`src/rtl/mem_access_unit_if.sv`:
```
// Request/response bus between the CPU datapath (master) and mem_access_unit (slave).
interface mem_access_unit_if;
  logic        req_valid;
  logic        req_ready;
  logic        req_write;
  logic [1:0]  req_size;
  logic        req_signed;
  logic [31:0] req_addr;
  logic [31:0] req_wdata;
  logic        resp_valid;
  logic [31:0] resp_rdata;
  logic        resp_err;

  modport master (
    output req_valid, req_write, req_size, req_signed, req_addr, req_wdata,
    input  req_ready, resp_valid, resp_rdata, resp_err
  );

  modport slave (
    input  req_valid, req_write, req_size, req_signed, req_addr, req_wdata,
    output req_ready, resp_valid, resp_rdata, resp_err
  );
endinterface

```
`src/rtl/mem_access_unit.sv`:
```
// Byte-addressed load/store initiator for a word-indexed data memory; sub-word stores use read-modify-write.
// Optional feature: define MAU_BOUNDS_CHECK_EN to reject word indices >= MEM_WORDS.
module mem_access_unit #(
  parameter int unsigned MEM_WORDS = 32'd599
) (
  input  logic                clk,
  input  logic                rst_n,
  mem_access_unit_if.slave    bus,
  output logic [31:0]         mem_address,
  output logic [31:0]         mem_write_data,
  output logic                mem_write,
  output logic                mem_read,
  input  logic [31:0]         mem_read_data
);

  typedef enum logic [1:0] {IDLE = 2'b00, RD = 2'b01, WR = 2'b10, RESP = 2'b11} state_t;

  state_t      state_r;
  state_t      state_s;
  logic        write_r;
  logic [1:0]  size_r;
  logic        signed_r;
  logic [1:0]  lane_r;
  logic [29:0] idx_r;
  logic [31:0] wdata_r;
  logic [31:0] word_r;
  logic        err_r;
  logic        accept_s;
  logic        oob_s;
  logic        err_s;

  // Selected lane shifted down to bit 0, then zero- or sign-extended.
  function automatic logic [31:0] extract_lane(input logic [31:0] word, input logic [1:0] size,
                                                input logic [1:0] lane, input logic sgn);
    logic [31:0] sh_w;
    logic [31:0] res;
    sh_w = word >> {lane, 3'b000};
    case (size)
      2'b00:   res = {{24{sgn & sh_w[7]}}, sh_w[7:0]};
      2'b01:   res = {{16{sgn & sh_w[15]}}, sh_w[15:0]};
      default: res = word;
    endcase
    return res;
  endfunction

  function automatic logic [31:0] merge_lane(input logic [31:0] word, input logic [31:0] wdata,
                                              input logic [1:0] size, input logic [1:0] lane);
    logic [31:0] mask;
    mask = (size == 2'b00) ? 32'h0000_00FF : 32'h0000_FFFF;
    return (word & ~(mask << {lane, 3'b000})) | ((wdata & mask) << {lane, 3'b000});
  endfunction

  assign accept_s = bus.req_valid && (state_r == IDLE);

`ifdef MAU_BOUNDS_CHECK_EN
  assign oob_s = ({2'b00, bus.req_addr[31:2]} >= 32'(MEM_WORDS));
`else
  // MEM_WORDS has no effect when the range check is compiled out.
  assign oob_s = 1'b0 && ({2'b00, bus.req_addr[31:2]} >= 32'(MEM_WORDS));
`endif

  // Alignment, size and range check on the incoming request.
  always_comb begin
    err_s = oob_s;
    case (bus.req_size)
      2'b00:   err_s = oob_s;
      2'b01:   err_s = oob_s | bus.req_addr[0];
      2'b10:   err_s = oob_s | (bus.req_addr[1:0] != 2'b00);
      default: err_s = 1'b1;
    endcase
  end

  // Next-state logic.
  always_comb begin
    state_s = state_r;
    case (state_r)
      IDLE: begin
        if (!accept_s)                                  state_s = IDLE;
        else if (err_s)                                 state_s = RESP;
        else if (bus.req_write && bus.req_size == 2'b10) state_s = WR;
        else                                            state_s = RD;
      end
      RD: begin
        if (write_r) state_s = WR;
        else         state_s = RESP;
      end
      WR:      state_s = RESP;
      RESP:    state_s = IDLE;
      default: state_s = IDLE;
    endcase
  end

  // State, latched request and read capture register.
  always_ff @(posedge clk) begin
    if (!rst_n) begin
      state_r  <= IDLE;
      write_r  <= 1'b0;
      size_r   <= 2'b00;
      signed_r <= 1'b0;
      lane_r   <= 2'b00;
      idx_r    <= 30'd0;
      wdata_r  <= 32'd0;
      word_r   <= 32'd0;
      err_r    <= 1'b0;
    end else begin
      state_r <= state_s;
      if (accept_s) begin
        write_r  <= bus.req_write;
        size_r   <= bus.req_size;
        signed_r <= bus.req_signed;
        lane_r   <= bus.req_addr[1:0];
        idx_r    <= bus.req_addr[31:2];
        wdata_r  <= bus.req_wdata;
        err_r    <= err_s;
      end
      if (state_r == RD) begin
        word_r <= mem_read_data;
      end
    end
  end

  // Outputs decode from registered state and the latched request only.
  always_comb begin
    bus.req_ready  = (state_r == IDLE);
    mem_read       = (state_r == RD);
    mem_write      = (state_r == WR);
    mem_address    = {2'b00, idx_r};
    mem_write_data = 32'd0;
    if (state_r == WR) begin
      if (size_r == 2'b10) mem_write_data = wdata_r;
      else                 mem_write_data = merge_lane(word_r, wdata_r, size_r, lane_r);
    end else begin
      mem_write_data = 32'd0;
    end
    bus.resp_valid = (state_r == RESP);
    bus.resp_err   = (state_r == RESP) && err_r;
    bus.resp_rdata = 32'd0;
    if ((state_r == RESP) && !err_r && !write_r) begin
      bus.resp_rdata = extract_lane(word_r, size_r, lane_r, signed_r);
    end else begin
      bus.resp_rdata = 32'd0;
    end
  end

endmodule

```
`src/flat_wrapper.sv`:
```
// flat-port wrapper written by rule: the top's interface ports become plain ports
module mem_access_unit_flat 
#(
  parameter int unsigned MEM_WORDS = 32'd599
)
  (clk, rst_n, mem_address, mem_write_data, mem_write, mem_read, mem_read_data, bus_req_valid, bus_req_write, bus_req_size, bus_req_signed, bus_req_addr, bus_req_wdata, bus_req_ready, bus_resp_valid, bus_resp_rdata, bus_resp_err);
  mem_access_unit_if bus_i ();
  input  logic clk;
  input  logic rst_n;
  output logic [31:0] mem_address;
  output logic [31:0] mem_write_data;
  output logic mem_write;
  output logic mem_read;
  input  logic [31:0] mem_read_data;
  input wire logic [$bits(bus_i.req_valid)-1:0] bus_req_valid;
  input wire logic [$bits(bus_i.req_write)-1:0] bus_req_write;
  input wire logic [$bits(bus_i.req_size)-1:0] bus_req_size;
  input wire logic [$bits(bus_i.req_signed)-1:0] bus_req_signed;
  input wire logic [$bits(bus_i.req_addr)-1:0] bus_req_addr;
  input wire logic [$bits(bus_i.req_wdata)-1:0] bus_req_wdata;
  output wire logic [$bits(bus_i.req_ready)-1:0] bus_req_ready;
  output wire logic [$bits(bus_i.resp_valid)-1:0] bus_resp_valid;
  output wire logic [$bits(bus_i.resp_rdata)-1:0] bus_resp_rdata;
  output wire logic [$bits(bus_i.resp_err)-1:0] bus_resp_err;
  assign bus_i.req_valid = bus_req_valid;
  assign bus_i.req_write = bus_req_write;
  assign bus_i.req_size = bus_req_size;
  assign bus_i.req_signed = bus_req_signed;
  assign bus_i.req_addr = bus_req_addr;
  assign bus_i.req_wdata = bus_req_wdata;
  assign bus_req_ready = bus_i.req_ready;
  assign bus_resp_valid = bus_i.resp_valid;
  assign bus_resp_rdata = bus_i.resp_rdata;
  assign bus_resp_err = bus_i.resp_err;
  mem_access_unit #(.MEM_WORDS(MEM_WORDS)) u_core (.clk(clk), .rst_n(rst_n), .bus(bus_i), .mem_address(mem_address), .mem_write_data(mem_write_data), .mem_write(mem_write), .mem_read(mem_read), .mem_read_data(mem_read_data));
endmodule
```
`config.mk`:
```
export PLATFORM = sky130hd
export DESIGN_NAME = mem_access_unit_flat
export DESIGN_NICKNAME = d
export VERILOG_FILES = /design/src/rtl/mem_access_unit_if.sv /design/src/rtl/mem_access_unit.sv /design/src/flat_wrapper.sv
export SDC_FILE = /design/constraint.sdc
export NUM_CORES = 1
export LEC_CHECK = 0
export CAP_MARGIN = 20
export CORE_MARGIN = 3
export CORE_UTILIZATION = 35
export CTS_CLUSTER_SIZE = 40
export DETAILED_ROUTE_END_ITERATION = 10
export PLACE_DENSITY = 0.75
export SLEW_MARGIN = 0
export SYNTH_ARGS = -nofsm -noshare
export SYNTH_HDL_FRONTEND = slang
export SYNTH_SLANG_ARGS = --single-unit
export TNS_END_PERCENT = 20
```
`constraint.sdc`:
```
create_clock -name clk -period 2.4 [get_ports clk]
set_input_delay 0.72 -clock clk [delete_from_list [all_inputs] [get_ports clk]]
set_output_delay 0.72 -clock clk [all_outputs]
set_load 0.05 [all_outputs]
```
==> results of run 1 <==
-- sequential cells by signal (all words and copies together) (netlist names) --
signal / cells
u_core.wdata_r: 32
u_core.word_r: 32
u_core.idx_r: 30
u_core.lane_r: 2
u_core.size_r: 2
u_core.state_r: 2
u_core.err_r: 1
u_core.signed_r: 1
u_core.write_r: 1
-- cells in the mapped netlist (7+ instances only) --
master / count / area, µm²
nor2b_1: 36 / 225
buf_4: 7 / 52.6
nor2_1: 19 / 71.3
o21ai_0: 67 / 335
a21boi_0: 75 / 563
a21oi_1: 29 / 145
inv_1: 23 / 86.3
a22oi_1: 7 / 52.6
buf_2: 10 / 50.1
mux2i_1: 41 / 410
nand2_1: 182 / 683
a221oi_1: 24 / 210
dfxtp_1: 103 / 2060
clkbuf_1: 37 / 139
-- layer usage --
| layer | vias up | part of all wire |
|---|---|---|
| met5 | - | 0 |
| met4 | 0 | 0.031 |
| met3 | 51 | 0.099 |
| met2 | 311 | 0.47 |
| met1 | 2830 | 0.40 |
| li1 | 2890 | - |
-- what timing repair did --
item | 4_1_cts | 5_1_grt
pin swaps | 23 | 16
resized for setup | 87 | 36
hold buffers | 0 | 0
cloned | 3 | 1
setup buffers | 10 | 6
endpoints found under the setup margin | 64 | 64
-- where the power goes --
group,total (mW),switching (mW),internal [mW]
logic,3.98,2.28,1.71
clock network,1.54,0.718,0.827
registers,2.44,0.391,2.05
total,7.97,3.38,4.58
-- stage by stage --
step                cell area, µm²  TNS (ns)
finish                        9840    -15.45
detailed placement            8840    -0.336
global placement              8840    -0.117
CTS                           9620    -14.63
global route                  9840    -19.64
floorplan                     5940   -0.0402
-- area by class of cell --
type,instances,area [µm²],share of cell area
clock inverters,6,78.8,0.00801
repair buffers,267,3270,0.333
multi-input cells,532,3830,0.389
well taps,211,264,0.0268
inverters,24,90.1,0.00916
flip-flops and latches,103,2080,0.211
clock buffers,9,225,0.0229
-- cell families (layout without fill, tap and decap cells) --
group,after synthesis,after routing,share of synthesized area
buffers and inverters,82,306,0.0650
AO/OA/AOI/OAI,231,231,0.281
flip-flops,103,103,0.370
multiplexers,45,45,0.0823
adder cells (fa/ha/maj),5,5,0.0112
AND/OR/NAND/NOR,249,249,0.190
other,1,2,0.000672
-- cells in the final DEF (no fill, tap or decap), types with 3 or more instances in the layout --
cell and instances:
o2bb2ai_1 3, mux2_2 3, clkbuf_16 11, a21oi_4 16, a21oi_2 17, dfxtp_1 97, o22ai_1 4, o21ai_0 43
clkdlybuf4s50_1 131, dfxtp_2 3, nand2_1 171, mux2i_1 40, a21boi_2 7, buf_4 41, a21boi_0 68, dfxtp_4 3
a22oi_1 5, inv_1 22, nor2b_1 36, nor2_2 16, nand2_2 8, o21ai_2 7, buf_12 60, a22oi_2 3
a221oi_1 8, o21ai_4 10, a221oi_2 15, buf_6 29, o21ai_1 12
-- path summary, 6_finish.rpt --
kind	endpoint	slack, ns	depth (start not counted)
max	mem_write_data[8]	-0.47	6
min	u_core.wdata_r[28]$_SDFFE_PN0P_	0.46	2
max reg2reg	u_core.idx_r[11]$_SDFFE_PN0P_	0.62	7
min reg2reg	u_core.wdata_r[28]$_SDFFE_PN0P_	0.46	2
-- critical path, cell delays in order (launching register included) --
cell            delay, ns
dfxtp_4              0.37
dlymetal6s2s_1       0.18
o21ai_0              0.29
o21ai_1              0.21
a221oi_1             0.45
nor2_2               0.12
buf_12               0.17
==> impl_metrics.py, run 1 <==
metrics = {
    "outcome": {
        "status": "complete, but fails checks",
        "failed_checks": "negative setup slack",
    },
    "floorplan": {
        "io_pins": 204,
        "die-area_mm2": 0.0175,
        "rows": 45,
        "die_w_um": 132,
        "initial_core_util": 0.363,
        "die_y_um": 132,
        "core_area_mm2": 0.0154,
    },
    "placement": {
        "portBuffers": 201,
        "place_ws_ns": -0.0484,
        "dpl.cell_count": 1118,
        "gp_congestion": 0.937,
        "hpwl_mm": 15.1,
    },
    "timing": {
        "finalSetupViolations": 64,
        "skew_ns": 0.00771,
        "fin_crit_sh": 1.19,
        "drv_slew": 0,
        "rsz0062_at_grt": "yes",
        "finalWorstSetupSlack_ns": -0.467,
        "holdWs_ns": 0.460,
        "hold_viol_final": 0,
        "slew-limit-headroom": 0.648,
        "tightest_slew_ns": 0.526,
        "max_freq_ghz": 0.349,
        "fin_crit_ns": 2.87,
    },
    "global_route": {
        "grt_max_degree": 37,
        "grt_pass1_vias": 5915,
        "grt_use_met1": 0.288,
        "grt.busiest_layer": "met2",
        "met3_usage": 0.0885,
        "track_usage": 0.235,
        "grt_pass1_wl_mm": 33.1,
        "use_met2": 0.382,
        "antenna_found_initial": 0,
        "gr-total-overflow": 0,
    },
    "worst_hold_path": {
        "min_from": "u_core.wdata_r[28]$_SDFFE_PN0P_",
        "hold_class": "register to register",
    },
    "cells_and_area": {
        "fin_cells": 1152,
        "nFillCells": 1234,
        "diodes": 0,
        "nets": 1045,
        "area_growth_pct": 76.3,
        "final_layout_size_suffix_gt1_frac": 0.298,
        "utilization": 0.640,
    },
    "worst_setup_path": {
        "worstSetupStartpointType": "register",
        "crit_path_start": "u_core.size_r[1]$_SDFFE_PN0P_",
        "criticalPathCategory": "register to output port",
        "worstPathArrival_ns": 2.15,
        "r2r_start": "u_core.state_r[1]$_SDFF_PN0_",
        "path_max_fanout": 6,
        "worstPathRequired_ns": 1.68,
        "end_kind": "output port",
    },
    "clocking": {
        "clk_latency_ns": 0.36,
        "cts_buffers": 9,
        "cts.sinks": 103,
        "cts.clk_slew.worst_paths_ns": 0.08,
        "cts_buffer_depth": 2,
        "cts_tree": "done",
        "htreeDepth": 3,
        "cts_root_buf": "clkbuf_16",
    },
    "detailed_routing": {
        "num_vias": 6082,
        "antenna_left": 0,
        "vias_per_cell": 5.28,
        "drt_iter0_drc": 492,
        "wl_mm": 21.4,
        "drtPass1Iterations": 5,
        "wl_per_cell_um": 18.6,
        "drc": 0,
    },
    "run": {
        "max-cap-violations": 0,
    },
    "synthesis": {
        "synth_cells": 716,
        "synth_edf_count": 0,
        "synth_flop_cell": "dfxtp_1",
        "synth-seq-cells": 103,
        "ys_types": 45,
        "synth-seq-area-share": 0.370,
        "postSynthAreaPerCell_um2": 7.79,
        "ys_warn_count": 0,
        "syn-cell-area_mm2": 0.00558,
        "ys_async_sr_fraction": 0,
    },
    "pwr": {
        "total_power_mw": 7.97,
        "p_per_area_mw_per_mm2": 810,
        "p_leak_nw": 3.46,
        "ir_worst_vdd_mv": 0.594,
    },
}
Note: power is estimated with default switching activity, not from simulation.
==> run 2, diff against run 1 <==
--- a/config.mk
+++ b/config.mk
@@ -8,6 +8,7 @@
 export CAP_MARGIN = 20
 export CORE_MARGIN = 3
 export CORE_UTILIZATION = 35
+export CTS_BUF_LIST = sky130_fd_sc_hd__clkbuf_16
 export CTS_CLUSTER_SIZE = 40
 export DETAILED_ROUTE_END_ITERATION = 10
 export PLACE_DENSITY = 0.75
==> results of run 2 <==
No change in the layout: final DEF, timing and power equal those of run 1.
==> run 3, diff against run 2 <==
--- a/config.mk
+++ b/config.mk
@@ -6,6 +6,7 @@
 export NUM_CORES = 1
 export LEC_CHECK = 0
 export CAP_MARGIN = 20
+export CORE_ASPECT_RATIO = 1.1
 export CORE_MARGIN = 3
 export CORE_UTILIZATION = 35
 export CTS_BUF_LIST = sky130_fd_sc_hd__clkbuf_16
==> run 3 against run 2 <==
Net effect:
- the run still ends with negative setup slack left
- sequential cell count unchanged
- clock power about the same
- register-to-register slack improved by 0.17 ns
- combinational power about the same
- routed wire length decreased by 3.6%
- hold slack improved by 0.00061 ns
- die area about the same
- critical endpoint is now bus_resp_rdata[27]
- largest cell class unchanged
- largest power group unchanged
- highest routed layer unchanged
==> impl_metrics.py, run 3 (same netlist as run 1, synthesis figures left out) <==
metrics = {
    "outcome": {
        "status": "complete, but fails checks",
        "failed_checks": "negative setup slack",
    },
    "worst_setup_path": {
        "worstPathArrival_ns": 1.94,
        "cp_top_family": "buffers and inverters",
        "criticalPathCategory": "register to output port",
        "worstPathRequired_ns": 1.68,
        "reg2reg_slack_ns": 0.79,
        "crit_buf_inv": 4,
        "path_cells": "buf_6, mux2i_1, a22oi_2, buf_6, a2bb2oi_4, buf_12, a21oi_4, buf_6",
        "critical-path-slowest-cell": "dfxtp_4",
        "r2r_start": "u_core.state_r[1]$_SDFF_PN0_",
        "cpPeakStageDelay_ns": 0.40,
        "path_max_fanout": 8,
        "worstSetupStartpointType": "register",
        "r2r_cells": 7,
        "r2r-end": "u_core.size_r[0]$_SDFFE_PN0P_",
        "path_common_cell": "buf_6",
        "cp.depth": 8,
        "end_kind": "output port",
    },
    "pwr": {
        "switching_share": 0.417,
        "p_leak_nw": 3.41,
        "p_per_area_mw_per_mm2": 812,
        "p_comb_frac": 0.499,
        "ir_worst_vdd_mv": 0.526,
        "p_seq_frac": 0.304,
        "total_power_mw": 7.99,
        "p_clk_frac": 0.196,
        "switching_power_mw": 3.34,
        "internal_power_mw": 4.66,
    },
    "floorplan": {
        "rows": 47,
        "io_pins": 204,
        "die-area_mm2": 0.0175,
        "initial_core_util": 0.363,
        "die_y_um": 138,
        "core_area_mm2": 0.0153,
        "die_w_um": 126,
    },
    "cells_and_area": {
        "diodes": 0,
        "final_common_cell": "nand2_1",
        "top_regs": "u_core.wdata_r (32), u_core.word_r (32), u_core.idx_r (30)",
        "layout_common_cells": "nand2_1, clkdlybuf4s50_1, dfxtp_1",
        "fin_cells": 1139,
        "final_layout_size_suffix_gt1_frac": 0.293,
        "area_growth_pct": 76.3,
        "utilization": 0.641,
        "nets": 1046,
    },
    "global_route": {
        "antenna_found_initial": 0,
        "grt_pass1_vias": 5969,
        "grt_max_degree": 55,
        "grt_pass1_wl_mm": 32.4,
        "track_usage": 0.229,
        "gr-total-overflow": 0,
    },
    "placement": {
        "portBuffers": 201,
        "dpl.cell_count": 1107,
        "gp_congestion": 0.937,
        "hpwl_mm": 14.7,
    },
    "worst_hold_path": {
        "min_from": "u_core.idx_r[15]$_SDFFE_PN0P_",
        "hold-path-endpoint": "u_core.idx_r[15]$_SDFFE_PN0P_",
        "hold_depth": 2,
        "hold_class": "register to register",
    },
    "clocking": {
        "cts_buffer_depth": 2,
        "clk_latency_ns": 0.35,
        "cts_tree": "done",
        "cts_buffers": 9,
        "cts.clk_slew.worst_paths_ns": 0.07,
        "cts_hold_buffers": 0,
        "htreeDepth": 3,
        "cts_root_buf": "clkbuf_16",
        "cts.sinks": 103,
    },
    "detailed_routing": {
        "antenna_left": 0,
        "wl_per_cell_um": 18.1,
        "drc": 0,
        "drt_iter0_drc": 423,
        "vias_per_cell": 5.21,
        "drtPass1Iterations": 5,
        "wl_mm": 20.6,
        "num_vias": 5939,
    },
    "timing": {
        "fin_crit_ns": 2.66,
        "fin_crit_sh": 1.11,
        "rsz0062_at_grt": "yes",
        "holdWs_ns": 0.461,
        "skew_ns": 0.00539,
        "drv_slew": 0,
        "hold_viol_final": 0,
        "tightest_slew_ns": 0.530,
        "max_freq_ghz": 0.376,
        "finalWorstSetupSlack_ns": -0.260,
        "tns_ns": -10.05,
        "finalSetupViolations": 57,
        "slew-limit-headroom": 0.646,
    },
    "run": {
        "max-cap-violations": 0,
    },
}
## run 3: changes by cell type in the layout (fill, tap and decap cells not counted), moves of 3 or more
cell / change
clkinvlp_4: +4
nand2_1: +4
a221oi_1: +3
nor2_2: -7
a221oi_2: -4
o21ai_0: +6
o21ai_2: -4
o21ai_1: -3
nor2_4: +7
nand2_2: -3
## run 3: timing repair
item	CTS	global route
buffers inserted	12	3
gates resized for setup	98	34
gates cloned	3	0
pin swaps	33	21
endpoints found under the setup margin	64	64
## run 3: worst max path at each step
stage / start / to / slack, ns
after CTS: u_core.state_r[0]$_SDFF_PN0_ / bus_resp_rdata[27] / -0.27
after global placement: u_core.lane_r[0]$_SDFFE_PN0P_ / mem_write_data[31] / -0.14
after global routing: u_core.lane_r[0]$_SDFFE_PN0P_ / bus_resp_rdata[17] / -0.34
after detailed placement: u_core.lane_r[0]$_SDFFE_PN0P_ / mem_write_data[29] / -0.16
after floorplan: u_core.lane_r[0]$_SDFFE_PN0P_ / bus_resp_rdata[10] / -0.005
final: u_core.lane_r[0]$_SDFFE_PN0P_ / bus_resp_rdata[27] / -0.26
## run 3: area by class of cell
cell class / count / area, µm²
repair buffers: 268 / 3230
multi-input cells: 532 / 3860
inverters: 24 / 93.8
well taps: 196 / 245
clock inverters: 7 / 90.1
fillers: 1262 / 5510
flip-flops and latches: 103 / 2080
clock buffers: 9 / 225
## run 3: power by group through the flow
stage	Combinational (mW)	Clock [mW]	Sequential [mW]
6_report	3.99	1.57	2.43
5_1_grt	4.27	1.68	2.46
4_1_cts	3.88	1.61	2.40
3_5_place_dp	3.56	0	2.42
3_3_place_gp	3.53	0	2.41
2_1_floorplan	1.97	0	2.59
## run 3: per-stage QoR
step           worst slack, ns  instance area (µm²)
6_report                -0.260                 9840
3_5_place_dp            -0.156                 8850
3_3_place_gp            -0.144                 8850
4_1_cts                 -0.274                 9680
2_1_floorplan         -0.00465                 5940
5_1_grt                 -0.335                 9840
## run 3: routing by layer
layer,up-vias,share of wire,track usage
li1,2889,-,-
met1,2757,0.40,0.281
met2,261,0.49,0.388
met3,32,0.092,0.0706
met4,0,0.021,0.0610
met5,-,0,0
## run 3: worst register-to-register path, cell delays in order (launching register included)
cell,delay (ns)
dfxtp_4,0.35
buf_4,0.14
inv_1,0.09
ha_1,0.22
and2_2,0.20
buf_4,0.25
nand2_1,0.10
a21boi_0,0.18
